**config.mk**
```make
export PLATFORM = sky130hd
export DESIGN_NAME = cb_inreq
export DESIGN_NICKNAME = d
export VERILOG_FILES = /design/src/rtl/cb_inreq.sv
export SDC_FILE = /design/constraint.sdc
export NUM_CORES = 1
export LEC_CHECK = 0
export ABC_AREA = 1
export ABC_CLOCK_PERIOD_IN_PS = 3200
export BUFFER_PORTS_ARGS = -buffer_cell sky130_fd_sc_hd__buf_2
export CAP_MARGIN = 20
export CORE_MARGIN = 4
export CORE_UTILIZATION = 35
export CTS_BUF_LIST = sky130_fd_sc_hd__clkbuf_8
export DETAILED_ROUTE_END_ITERATION = 16
export PLACE_DENSITY_LB_ADDON = 0.15
export SYNTH_ARGS = -nofsm -noshare
export SYNTH_HDL_FRONTEND = slang
export SYNTH_SLANG_ARGS = --single-unit
```
**constraint.sdc**
```tcl
create_clock -name clk -period 3.2 [get_ports clk]
set_input_delay 0.64 -clock clk [delete_from_list [all_inputs] [get_ports clk]]
set_output_delay 0.64 -clock clk [all_outputs]
set_load 0.02 [all_outputs]
```
**src/rtl/cb_inreq.sv**
```systemverilog
// Input-port requester: round-robin picks a VC head, requests the crossbar, streams the packet wormhole-style.
// Latency: eligible head at t -> req at t+1 -> flit on idata at t+2 (grant/credit seen at t+1); one flit/cycle.
// Backpressure: a flit moves only when grant, buffer-valid and downstream credit coincide; otherwise req holds.
//
// Ports:
//   clk, rst_                        clock, asynchronous active-low reset
//   vc_valid/vc_data/vc_head/
//   vc_tail/vc_port                  per-VC buffer head flit and its routing info
//   vc_deq                           one-hot combinational pop of the selected VC buffer
//   cr_ok                            per-output-port downstream credit available
//   req, port                        registered crossbar request and requested output port
//   grt                              crossbar grant vector (only bit `port` matters)
//   idata, ivalid, ivch              registered flit onto the crossbar input
//   err                              sticky flag: a head flit asked for a nonexistent port
module cb_inreq #(
    parameter int DATA_W = 64,
    parameter int VCN    = 2,
    parameter int VCHW   = 1,
    parameter int PORT_N = 5,
    parameter int PORTW  = 3
) (
    input  logic                  clk,
    input  logic                  rst_,
    input  logic [VCN-1:0]        vc_valid,
    input  logic [VCN*DATA_W-1:0] vc_data,
    input  logic [VCN-1:0]        vc_head,
    input  logic [VCN-1:0]        vc_tail,
    input  logic [VCN*PORTW-1:0]  vc_port,
    output logic [VCN-1:0]        vc_deq,
    input  logic [PORT_N-1:0]     cr_ok,
    output logic                  req,
    output logic [PORTW-1:0]      port,
    input  logic [PORT_N-1:0]     grt,
    output logic [DATA_W-1:0]     idata,
    output logic                  ivalid,
    output logic [VCHW-1:0]       ivch,
    output logic                  err
);

    typedef enum logic {S_IDLE = 1'b0, S_ACTIVE = 1'b1} state_t;

    // One extra bit so the bound still compares correctly when PORT_N == 2**PORTW.
    localparam logic [PORTW:0] PORT_LIM = (PORTW+1)'(PORT_N);

    state_t              state_q, state_d;
    logic [VCHW-1:0]     sel_vc_q, sel_vc_d;
    logic [PORTW-1:0]    sel_port_q, sel_port_d;
    logic [VCHW-1:0]     rr_ptr_q, rr_ptr_d;
    logic [DATA_W-1:0]   idata_q;
    logic                ivalid_q;
    logic [VCHW-1:0]     ivch_q;
    logic                err_q;

    logic [DATA_W-1:0]   data_a [VCN];
    logic [PORTW-1:0]    port_a [VCN];
    logic [VCN-1:0]      elig;
    logic [VCN-1:0]      bad_head;
    logic                found;
    logic [VCHW-1:0]     win;
    logic [VCHW-1:0]     cand;
    logic                xfer;

    // Unpack the flat per-VC buses and classify each buffer head.
    always_comb begin
        for (int v = 0; v < VCN; v++) begin
            data_a[v]   = vc_data[v*DATA_W +: DATA_W];
            port_a[v]   = vc_port[v*PORTW +: PORTW];
            elig[v]     = vc_valid[v] & vc_head[v] & ({1'b0, port_a[v]} < PORT_LIM);
            bad_head[v] = vc_valid[v] & vc_head[v] & ({1'b0, port_a[v]} >= PORT_LIM);
        end
    end

    // Round-robin scan starting at rr_ptr, wrapping; the first eligible VC wins.
    always_comb begin
        found = 1'b0;
        win   = '0;
        cand  = '0;
        for (int i = 0; i < VCN; i++) begin
            cand = VCHW'((32'(rr_ptr_q) + i) % VCN);
            if (!found && elig[cand]) begin
                found = 1'b1;
                win   = cand;
            end
        end
    end

    // A flit moves only when the granted port, the locked VC's buffer and the
    // downstream credit all line up in the same cycle.
    assign xfer = (state_q == S_ACTIVE) & grt[sel_port_q] & vc_valid[sel_vc_q] & cr_ok[sel_port_q];

    // State register
    always_ff @(posedge clk or negedge rst_) begin
        if (!rst_) begin
            state_q    <= S_IDLE;
            sel_vc_q   <= '0;
            sel_port_q <= '0;
            rr_ptr_q   <= '0;
        end else begin
            state_q    <= state_d;
            sel_vc_q   <= sel_vc_d;
            sel_port_q <= sel_port_d;
            rr_ptr_q   <= rr_ptr_d;
        end
    end

    // Next-state logic
    always_comb begin
        state_d    = state_q;
        sel_vc_d   = sel_vc_q;
        sel_port_d = sel_port_q;
        rr_ptr_d   = rr_ptr_q;
        case (state_q)
            S_IDLE: begin
                if (found) begin
                    state_d    = S_ACTIVE;
                    sel_vc_d   = win;
                    sel_port_d = port_a[win];
                end
            end
            S_ACTIVE: begin
                // Tail leaves: release the lock; the IDLE cycle that follows is
                // the mandatory gap before the next request.
                if (xfer && vc_tail[sel_vc_q]) begin
                    state_d  = S_IDLE;
                    rr_ptr_d = (32'(sel_vc_q) == VCN - 1) ? '0 : sel_vc_q + 1'b1;
                end
            end
            default: state_d = S_IDLE;
        endcase
    end

    // Output logic: combinational pop strobe
    always_comb begin
        vc_deq = '0;
        if (xfer) begin
            vc_deq[sel_vc_q] = 1'b1;
        end
    end

    // Registered flit path and sticky error.
    always_ff @(posedge clk or negedge rst_) begin
        if (!rst_) begin
            idata_q  <= '0;
            ivalid_q <= 1'b0;
            ivch_q   <= '0;
            err_q    <= 1'b0;
        end else begin
            ivalid_q <= xfer;
            if (xfer) begin
                idata_q <= data_a[sel_vc_q];
                ivch_q  <= sel_vc_q;
            end
            if (|bad_head) begin
                err_q <= 1'b1;
            end
        end
    end

    // req/port come straight from flops, so they are glitch-free.
    assign req    = (state_q == S_ACTIVE);
    assign port   = sel_port_q;
    assign idata  = idata_q;
    assign ivalid = ivalid_q;
    assign ivch   = ivch_q;
    assign err    = err_q;

endmodule
```
==> results.md <==
- The placed instances occupy a cell area of around 0.0047 mm2.
- The clock slew seen by the registers of the worst setup and hold paths is ~0.080 ns.
- Counting flops and latches in the post-synthesis netlist gives 73.
- Across the VDD grid, the largest voltage drop is between 0.6 and 0.7 mV.
- The largest net degree at the start of global routing is between 80 and 90.
- The total clock sinks is 73.
- The sequential share of the synthesized area is 0.514.
- In this run the remaining antenna-violating nets after routing total 0.
- The worst setup path is captured at an output pin.
- The slowest stage of the critical path belongs to the cell sky130_fd_sc_hd__dfrtp_4.
- After global routing the overflow that remains totals 0.
- After synthesis the cells add up to 0.00356 mm2.
- The number of buffers and inverters on the critical path is 1.
- The first global-routing pass estimated ~14000 um of wire.
- The die width is roughly 110 um.
- The final layout contains routed wiring with a total length of between 9000 and 10000 um.
- The standard-cell row count is 36.
- The count of pins over their slew limit is 0.
- Setup repair after global routing left no endpoint under its margin.
- Counting along the longest clock path gives a buffer depth of 2.
- The leakage component of the power is 2.69 nW.
- The number of filler cells placed in the layout is just under 1000.
- Dividing the synthesized area by the synthesized cell count gives 9.82 um2.
- The cell occurring most often along the worst timing path is sky130_fd_sc_hd__nand2_1.
- The routed design could run at a clock period as short as between 2 and 3 ns.
- The start point of the critical path is sel_vc_q.
- After detailed routing, the average wire length per cell comes to around 13 um.
- Across the routed clock network, the largest skew measured is around 0.011 ns.
- The top-area cell type share of the netlist area is 0.514.
- The via count of the first global-routing pass is approximately 3000.
- The number of buffers added on ports is 224.
- The slew at the pin with the worst max-slew slack is 0.916 ns.
- In this run the worst path has a maximum fanout of 38.
- The critical register-to-register path startpoint is sel_vc_q.
- The final clock period utilization by the worst path is 0.807.
- In this run the critical register-to-register path is captured at idata[24].
- The count of TritonRoute iterations in the first routing pass is 4.
- The initial antenna violation count is 0.
- The number of buffers inserted during clock tree synthesis is 9.
- Of the cells placed in the final design, the portion with a size suffix greater than 1 is 0.444.
- The worst setup slack for register-to-register paths is 0.97 ns.
- In this run, the number of DRC markers left after iteration 0 of detailed routing was between 100 and 150.
- The total number of vias is about 3200.
- For this configuration, the core starts out at a cell density of 0.362.
- Timing would allow up to about 390 MHz.
- Measured in cells, the most critical reg-to-reg path has a length of 9.
- Setup violations remaining at the end of the flow were counted as 0.
- The final cell utilization of the core is 0.501.
- For this run, the slowest stage of the critical path takes 0.80 ns.
- Across every metal layer, demand over resource in global routing totals 0.153.
- The critical path crosses 7 cells after its start point.
- The worst hold path class is input port to async pin.
- After detailed routing, the number of vias per cell comes to ~4.5.
- The number of diodes is 0.
- From synthesis to final layout, the design area changed by 38.3%.
- The global placer's final weighted congestion is about 0.74.
- By area the synthesized netlist is led by sky130_fd_sc_hd__dfrtp_1, sky130_fd_sc_hd__mux2i_1, sky130_fd_sc_hd__nand2_1.
- TritonCTS built the clock tree.
- The tool flagged a number of max-cap violations equal to 0.
- Buffers inserted to repair hold after CTS numbered 0.
- The number of cells produced by synthesis is 362.
- The run finished with clean final reports.
- The kind of cell with the highest combined delay along the critical path is flip-flops.
- The die area is between 0.01 and 0.015 mm2.
- The worst relative slew slack is 0.390.
- The critical path goes through nand2_1, nand2_1, nand2_1, a21oi_4, nand2_4, nor2_1, buf_2.
- Clock tree synthesis selected as its root buffer the cell sky130_fd_sc_hd__clkbuf_8.
- In this run, distinct cell masters in the synthesized netlist total 21.
- Summing all non-filler instances in the final layout gives an area of ~0.0049 mm2.
- The critical path data arrival time is 1.94 ns.
- The region available for standard cell placement spans roughly 0.0098 mm2.
- In the routed design, unresolved DRC markers number 0.
- The Yosys step of the flow raised 0 warnings.
- The total power divided by cell area is approximately 960 mW/mm2.
- The number of resized instances in the post-cts repair step is 0.
- The total nets after synthesis is around 510.
- The cell type with the highest aggregate area in the netlist is sky130_fd_sc_hd__dfrtp_1.
- The clock latency of the later-clocked register in the worst-skew pair is 0.34 ns.
- The estimated wirelength of the detail-placed design is just over 7000 um.
- The most critical setup path has its endpoint at vc_deq[1].
- The number of failing hold endpoints at the final stage is 0.
- The data required time at the worst endpoint is 2.56 ns.
- The kind of critical path is register to output pin.
- Once the clock tree was built, the setup fixing pass inserted 0 buffers.
- The I/O pin count is 225.
- The vertical extent of the die is approximately 110 um.
- In the final timing run, aggregate negative setup slack is 0 ns.
- For this run, the post-layout net count is 730.
- The maximum level of the CTS H-tree is 3.
- The critical path startpoint category is a register.
[cells by family (layout without fill, tap and decap cells)]
| kind of cell | Yosys count | after routing | share of synthesized area |
|---|---|---|---|
| AO/OA/AOI/OAI | 71 | 71 | 0.114 |
| multiplexers | 64 | 64 | 0.180 |
| flip-flops | 73 | 73 | 0.514 |
| buffers and inverters | 32 | 253 | 0.0574 |
| AND/OR/NAND/NOR | 122 | 122 | 0.135 |
[sequential cells by signal (all words and copies together) (netlist names)]
register  count
ivch          1
ivalid        1
idata        64
port          3
err           1
rr_ptr_q      1
sel_vc_q      1
req           1
[worst min path at each step]
stage	endpoint	slack, ns	startpoint	cells past startpoint
after global routing	idata[13]	0.50	rst_	1
after floorplan	err	0.34	rst_	0
after CTS	idata[13]	0.46	rst_	1
after detailed placement	idata[36]	0.46	idata[36]	2
final	idata[20]	0.41	rst_	1
after global placement	idata[41]	0.46	idata[41]	2
[Yosys cell counts (all sizes together)]
cell type / n
nand3b: 1
buf: 18
nand2: 104
clkinv: 1
a31oi: 1
mux2i: 64
a21oi: 1
o21ai: 69
nand4: 1
dfrtp: 73
nand3: 10
nor2: 6
inv: 9
clkbuf: 4
[routing by layer]
layer  global-route usage  vias up  share of wire
met5                    0        -              0
met1                0.180     1433           0.40
met3               0.0403       13          0.083
met2                0.265      130           0.50
li1                     -     1658              -
met4               0.0604        0          0.018
[cell type report]
type	instances	area, um2	share of cell area
Clock buffer	10	138	0.0280
Clock inverter	6	67.6	0.0137
Inverter	10	40.0	0.00814
Multi-Input combinational cell	257	1530	0.311
Sequential cell	73	1830	0.372
Tap cell	133	166	0.0338
Timing Repair Buffer	227	1150	0.233
[worst reg2reg max path: stages, from the launching register on]
cell and delay [ns]:
sky130_fd_sc_hd__dfrtp_4 0.80, sky130_fd_sc_hd__inv_4 0.09, sky130_fd_sc_hd__nand2_1 0.08, sky130_fd_sc_hd__nand2_1 0.05, sky130_fd_sc_hd__nand2_1 0.10, sky130_fd_sc_hd__a21oi_4 0.05
sky130_fd_sc_hd__nand2_4 0.10, sky130_fd_sc_hd__buf_4 0.62, sky130_fd_sc_hd__nand2_1 0.16, sky130_fd_sc_hd__o21ai_1 0.12
[cells in the final DEF (no fill, tap or decap)]
master	netlist	layout
sky130_fd_sc_hd__buf_2	8	223
sky130_fd_sc_hd__nand2_1	103	103
sky130_fd_sc_hd__dfrtp_1	73	72
sky130_fd_sc_hd__mux2i_1	64	64
sky130_fd_sc_hd__o21ai_1	58	58
sky130_fd_sc_hd__nand3_1	10	10
sky130_fd_sc_hd__o21ai_2	10	10
sky130_fd_sc_hd__clkbuf_8	0	10
sky130_fd_sc_hd__inv_1	6	6
sky130_fd_sc_hd__nor2_1	6	6
sky130_fd_sc_hd__buf_4	1	4
sky130_fd_sc_hd__inv_2	2	2
sky130_fd_sc_hd__clkinvlp_4	0	2
sky130_fd_sc_hd__clkinv_4	0	2
sky130_fd_sc_hd__inv_4	1	1
sky130_fd_sc_hd__a21oi_4	1	1
sky130_fd_sc_hd__nand2_4	0	1
sky130_fd_sc_hd__nand3b_1	1	1
sky130_fd_sc_hd__clkinv_1	1	1
sky130_fd_sc_hd__nand4_1	1	1
sky130_fd_sc_hd__a31oi_1	1	1
sky130_fd_sc_hd__o21ai_0	1	1
sky130_fd_sc_hd__bufinv_16	0	1
sky130_fd_sc_hd__clkinv_2	0	1
sky130_fd_sc_hd__dfrtp_4	0	1
[stage by stage]
step | setup slack (ns) | total power, W | hold slack, ns | std cells
finish | 0.618 | 0.00474 | 0.407 | 716
global route | 0.408 | 0.00514 | 0.498 | 716
CTS | 0.565 | 0.00483 | 0.455 | 716
detailed placement | 0.944 | 0.00408 | 0.463 | 700
global placement | 0.990 | 0.00404 | 0.462 | 700
floorplan | 1.03 | 0.00338 | 0.344 | 362
[where the power goes]
| part | switching [W] | leakage, nW | internal (W) |
|---|---|---|---|
| combinational | 0.00144 | 1.69 | 0.000890 |
| sequential | 0.000317 | 0.906 | 0.00136 |
| clock | 0.000347 | 0.0985 | 0.000382 |
| total | 0.00211 | 2.69 | 0.00263 |
No activity file was read; power rests on OpenSTA's default activity.
